### config.mk
export PLATFORM = sky130hd
export DESIGN_NAME = adc_spi_scheduler
export DESIGN_NICKNAME = d
export VERILOG_FILES = /design/src/rtl/adc_spi_scheduler.sv
export SDC_FILE = /design/constraint.sdc
export NUM_CORES = 1
export LEC_CHECK = 0
export BUFFER_PORTS_ARGS = -buffer_cell sky130_fd_sc_hd__buf_2
export CORE_ASPECT_RATIO = 0.6
export CORE_MARGIN = 4
export CORE_UTILIZATION = 60
export DETAILED_ROUTE_END_ITERATION = 6
export PLACE_DENSITY = 0.91
export SETUP_SLACK_MARGIN = 0.3
export SLEW_MARGIN = 20
export SYNTH_ARGS = -nofsm -noshare
export SYNTH_HDL_FRONTEND = slang
export SYNTH_SLANG_ARGS = --single-unit
### constraint.sdc
create_clock -name clk -period 3.8 [get_ports clk]
set_input_delay 0.57 -clock clk [delete_from_list [all_inputs] [get_ports clk]]
set_output_delay 0.57 -clock clk [all_outputs]
set_load 0.02 [all_outputs]
### src/rtl/adc_spi_scheduler.sv
// adc_spi_scheduler
//   Owns the serial ADC link and shares it between two requesters with
//   round-robin arbitration. Each grant runs one 16-bit frame (16 sck rising
//   edges, MSB first) and returns the low 12 bits to the granted requester,
//   together with a leading-bits error flag and an unsigned threshold compare.
//
// Parameters
//   CLK_DIV    sck half-period in clk cycles (>=1)
//   QUIET      clk cycles cs stays high after a frame before the next grant (>=1)
//
// Ports
//   clk, rst_n   system clock, asynchronous active-low reset
//   req[1:0]     level requests, held until the matching ack
//   ack[1:0]     one-cycle pulse to the granted requester when data is valid
//   owner        requester granted for the current or last frame
//   data[11:0]   last sample (low 12 bits of the frame)
//   data_valid   one-cycle pulse, coincident with ack
//   frame_err    leading 4 frame bits were not zero
//   threshold    compare value, sampled at frame end
//   above        data > threshold (unsigned), updated with data
//   cs, sck      ADC chip select (active low) and serial clock (idle high)
//   sdo          ADC serial data, changes after falling sck

module adc_spi_scheduler #(
    parameter int CLK_DIV = 2,
    parameter int QUIET   = 4
) (
    input  logic        clk,
    input  logic        rst_n,
    input  logic [1:0]  req,
    output logic [1:0]  ack,
    output logic        owner,
    output logic [11:0] data,
    output logic        data_valid,
    output logic        frame_err,
    input  logic [11:0] threshold,
    output logic        above,
    output logic        cs,
    output logic        sck,
    input  logic        sdo
);

    typedef enum logic [1:0] {
        IDLE,
        SETUP,
        SHIFT,
        HOLD
    } state_t;

    localparam int DIV_W = (CLK_DIV > 1) ? $clog2(CLK_DIV) : 1;
    localparam int Q_W   = (QUIET > 1) ? $clog2(QUIET) : 1;
    localparam logic [DIV_W-1:0] DIV_LAST = DIV_W'(CLK_DIV - 1);
    localparam logic [Q_W-1:0]   Q_LAST   = Q_W'(QUIET - 1);

    state_t           state;
    logic [DIV_W-1:0] div_cnt;   // clk cycles within the current sck half-period
    logic [Q_W-1:0]   q_cnt;     // clk cycles spent in HOLD
    logic [5:0]       edge_cnt;  // sck toggles issued so far in this frame
    logic [15:0]      shift;
    logic             prefer;    // requester favoured when both request

    logic grant_idx;
    logic start_frame;

    always_comb begin
        grant_idx = 1'b0;
        case (req)
            2'b01:   grant_idx = 1'b0;
            2'b10:   grant_idx = 1'b1;
            2'b11:   grant_idx = prefer;
            default: grant_idx = 1'b0;
        endcase
        // The last HOLD cycle arbitrates like IDLE so that the next grant edge
        // lands exactly QUIET cycles after frame end while HOLD still spans
        // QUIET full cycles of cs high.
        start_frame = (|req) &&
                      ((state == IDLE) || ((state == HOLD) && (q_cnt == Q_LAST)));
    end

    always_ff @(posedge clk or negedge rst_n) begin
        if (!rst_n) begin
            state      <= IDLE;
            div_cnt    <= '0;
            q_cnt      <= '0;
            edge_cnt   <= '0;
            shift      <= '0;
            prefer     <= 1'b0;
            ack        <= '0;
            owner      <= 1'b0;
            data       <= '0;
            data_valid <= 1'b0;
            frame_err  <= 1'b0;
            above      <= 1'b0;
            cs         <= 1'b1;
            sck        <= 1'b1;
        end else begin
            ack        <= '0;
            data_valid <= 1'b0;

            case (state)
                IDLE: begin
                    cs  <= 1'b1;
                    sck <= 1'b1;
                end

                SETUP: begin
                    if (div_cnt == DIV_LAST) begin
                        div_cnt  <= '0;
                        sck      <= 1'b0;
                        edge_cnt <= 6'd1;
                        state    <= SHIFT;
                    end else begin
                        div_cnt <= div_cnt + 1'b1;
                    end
                end

                SHIFT: begin
                    if (div_cnt == DIV_LAST) begin
                        div_cnt <= '0;
                        if (edge_cnt != 6'd32) begin
                            sck      <= ~sck;
                            edge_cnt <= edge_cnt + 6'd1;
                            // sck currently low: this edge is a rising edge
                            if (!sck) begin
                                shift <= {shift[14:0], sdo};
                            end
                        end else begin
                            cs         <= 1'b1;
                            sck        <= 1'b1;
                            data       <= shift[11:0];
                            frame_err  <= |shift[15:12];
                            above      <= (shift[11:0] > threshold);
                            ack        <= owner ? 2'b10 : 2'b01;
                            data_valid <= 1'b1;
                            q_cnt      <= '0;
                            state      <= HOLD;
                        end
                    end else begin
                        div_cnt <= div_cnt + 1'b1;
                    end
                end

                HOLD: begin
                    if (q_cnt == Q_LAST) begin
                        state <= IDLE;
                    end else begin
                        q_cnt <= q_cnt + 1'b1;
                    end
                end
            endcase

            if (start_frame) begin
                owner    <= grant_idx;
                prefer   <= ~grant_idx;
                cs       <= 1'b0;
                sck      <= 1'b1;
                div_cnt  <= '0;
                edge_cnt <= '0;
                state    <= SETUP;
            end
        end
    end

endmodule

==> impl_results.md <==
- WL per Instance: 15.8 um
- # hold bufs at CTS: 0
- MaxCap Viol Count: 0
- Die ar.: 0.00534 mm2
- Comb power frac: 0.061
- Die outline height: a little under 60 um
- Worst Path Required: ~4.0 ns
- Clk root buf: clkbuf_8
- FMAX: between 300 and 400 MHz
- Htree depth: 2
- Hold WC Path Type: in -> async
- Vias in the first global route: around 1800
- Vias: 1801
- RSZ-0062 raised after global routing: no
- Final #Nets: between 200 and 300
- Crit. End Element: flip-flop
- Async SR Flop Fraction: 1.00
- Status: finished clean
- Most common cell after layout, fill and taps aside: dfrtp_1
- Final period util: 0.676
- Final Hold Vio Count: 0
- Post-Syn Area per Cell: around 11 um2
- Cell variety after synth: 42
- Slew Viols, Final: 0
- Clk Latency, worst-skew pair: between 0.3 and 0.4 ns
- Number of setup violations in the final report: 0
- Top Ports: 37
- WP data arrival: between 2 and 3 ns
- Critical path type: reg -> reg
- Worst Path Max Fanout: 20
- ANT cells: 0
- Post-DP HPWL: about 3.7 mm
- Final ANT Viol Nets: 0
- Worst-path clk slew: approximately 0.090 ns
- Post-cts resize count: 0
- Post-Syn Nets: between 200 and 300
- GPL Wtd Cong: 0.819
- CTS tree: built
- WHS: 0.263 ns
- Drt first pass iters: 5
- Worst Skew: around 0.0097 ns
- Die Width: about 90 um
- Max VDD drop: about 0.35 mV
- Switch share: 0.225
- Sequential Power Share: 0.551
- P per Cell Area: about 340 mW/mm2
- Yosys warns: 0
- Net Sw Power: approximately 0.21 mW
- Tmin final: approximately 2.6 ns
- Initial DRC count: around 140
- CTS Buf Count: 5
- Remaining DRCs: 0
- Share of cells above drive strength 1: 0.299
- Setup crit start kind: flip-flop
- Via density: ~5.7
- Largest net degree at the start of global routing: 49
- Leak: approximately 1.5 nW
- IO Port Bufs: 36
- Register area share after synthesis: 0.477
- Core Rows: 17
- P_int: approximately 0.74 mW
- Final setup TNS: 0 ns
- Main synth FF type: dfrtp_1
- Grt total ovfl: 0
- Slew of the pin with the lowest slew margin: approximately 0.96 ns
- Core Box Area: between 0.003 and 0.004 mm2
- Initial core utilization: 0.656
- Clk buf depth: 2
- GRT Util Overall: 0.204
- Clock power share: 0.388
- Post-synth EDFFs: 0
- Mapped Area: roughly 0.0025 mm2
- Syn Inst Count: 227
- Slew headroom: 0.358
- Initial antenna violation count: 0
- Sink Count: between 40 and 50
- Setup bufs post-CTS: 0
- First-pass GRT wire length: 8.66 mm
- Final wirelength: approximately 5.0 mm
- Most frequent cells in the layout: dfrtp_1, buf_2, inv_1
- Area Overhead vs Synth: 11.4%
- Register bit total from synthesis: between 40 and 50
==> per-layer routing <==
| metal | part of all wire | global-route usage | vias to the layer above |
|---|---|---|---|
| li1 | - | - | 859 |
| met1 | 0.48 | 0.280 | 869 |
| met2 | 0.45 | 0.325 | 61 |
| met3 | 0.057 | 0.0545 | 12 |
| met4 | 0.015 | 0.0507 | 0 |
| met5 | 0 | 0 | - |
==> flip-flops by register name, indices dropped and copies added (netlist names), 2 cells and up <==
name / cells
shift: 16
edge_cnt: 6
data: 12
q_cnt: 2
state: 2
ack: 2
==> cell type report <==
| type | instances | area [um2] |
|---|---|---|
| Timing Repair Buffer | 36 | 183 |
| Fill cell | 265 | 1040 |
| Inverter | 21 | 78.8 |
| Clock buffer | 5 | 68.8 |
| Clock inverter | 3 | 42.5 |
| Sequential cell | 48 | 1200 |
| Tap cell | 57 | 71.3 |
| Multi-Input combinational cell | 148 | 1160 |
==> worst paths after layout <==
kind,to,depth (start not counted),slack (ns),from
setup / recovery,q_cnt[1],5,1.23,state[0]
hold / removal,data[11],1,0.26,rst_n
setup reg to reg,q_cnt[1],5,1.23,state[0]
hold reg to reg,frame_err,2,0.48,frame_err
max in group asynchronous,edge_cnt[0],1,3.14,rst_n
min in group clk,frame_err,2,0.48,frame_err
==> synthesized netlist by cell type (2+ instances only) <==
library cell	n	area, um2
and2_1	3	18.8
nor4_1	2	12.5
mux2i_1	2	20.0
clkbuf_1	5	18.8
a21o_1	3	22.5
a31oi_1	2	12.5
o21ai_0	11	55.1
nand4_1	3	18.8
dfstp_2	2	52.6
o31ai_1	2	15.0
a21oi_1	13	65.1
o22ai_1	3	18.8
ha_1	20	250
dfrtp_1	46	1150
buf_6	3	33.8
nor2_1	10	37.5
nand3_1	5	25.0
nor3_1	5	25.0
inv_1	21	78.8
mux2_2	19	214
nor2b_1	2	12.5
mux2_4	8	120
nand2_1	15	56.3
o211ai_1	2	15.0
a211oi_1	3	22.5
==> metrics by stage <==
step                      power [mW]   util  cell area, um2  setup slack (ns)  cells
after floorplan                0.564      -            2520              1.75    227
after global placement         0.590  0.701            2700              1.37    310
after detailed placement       0.594  0.701            2700              1.29    310
after CTS                      0.961  0.730            2810              1.29    318
after global routing           0.997  0.731            2810              1.10    318
final                          0.954  0.731            2810              1.23    318
==> cells by family (layout without fill, tap and decap cells) <==
| logic type | after synthesis | in the layout | synth area share |
|---|---|---|---|
| adders and majority gates | 20 | 20 | 0.0991 |
| and+or+nand+nor | 53 | 53 | 0.109 |
| DFF | 48 | 48 | 0.477 |
| muxes | 29 | 29 | 0.140 |
| buffers and inverters | 31 | 65 | 0.0619 |
| xor gates and xnor gates | 1 | 1 | 0.00347 |
| AOI/OAI and AO/OA | 45 | 45 | 0.110 |
==> power groups by stage <==
stage,clock network (mW),registers (mW),logic [mW]
6_report,0.370,0.526,0.0579
5_1_grt,0.403,0.527,0.0678
4_1_cts,0.377,0.526,0.0587
3_5_place_dp,0,0.536,0.0583
3_3_place_gp,0,0.535,0.0550
2_1_floorplan,0,0.533,0.0318
==> worst max-delay path: stages, from the launching register on <==
cell and delay, ns:
dfrtp_1 0.42, inv_1 0.11, ha_1 0.51, nand3_1 0.82
a22o_1 0.43, a21o_1 0.17
(Power assumes the default switching activity.)
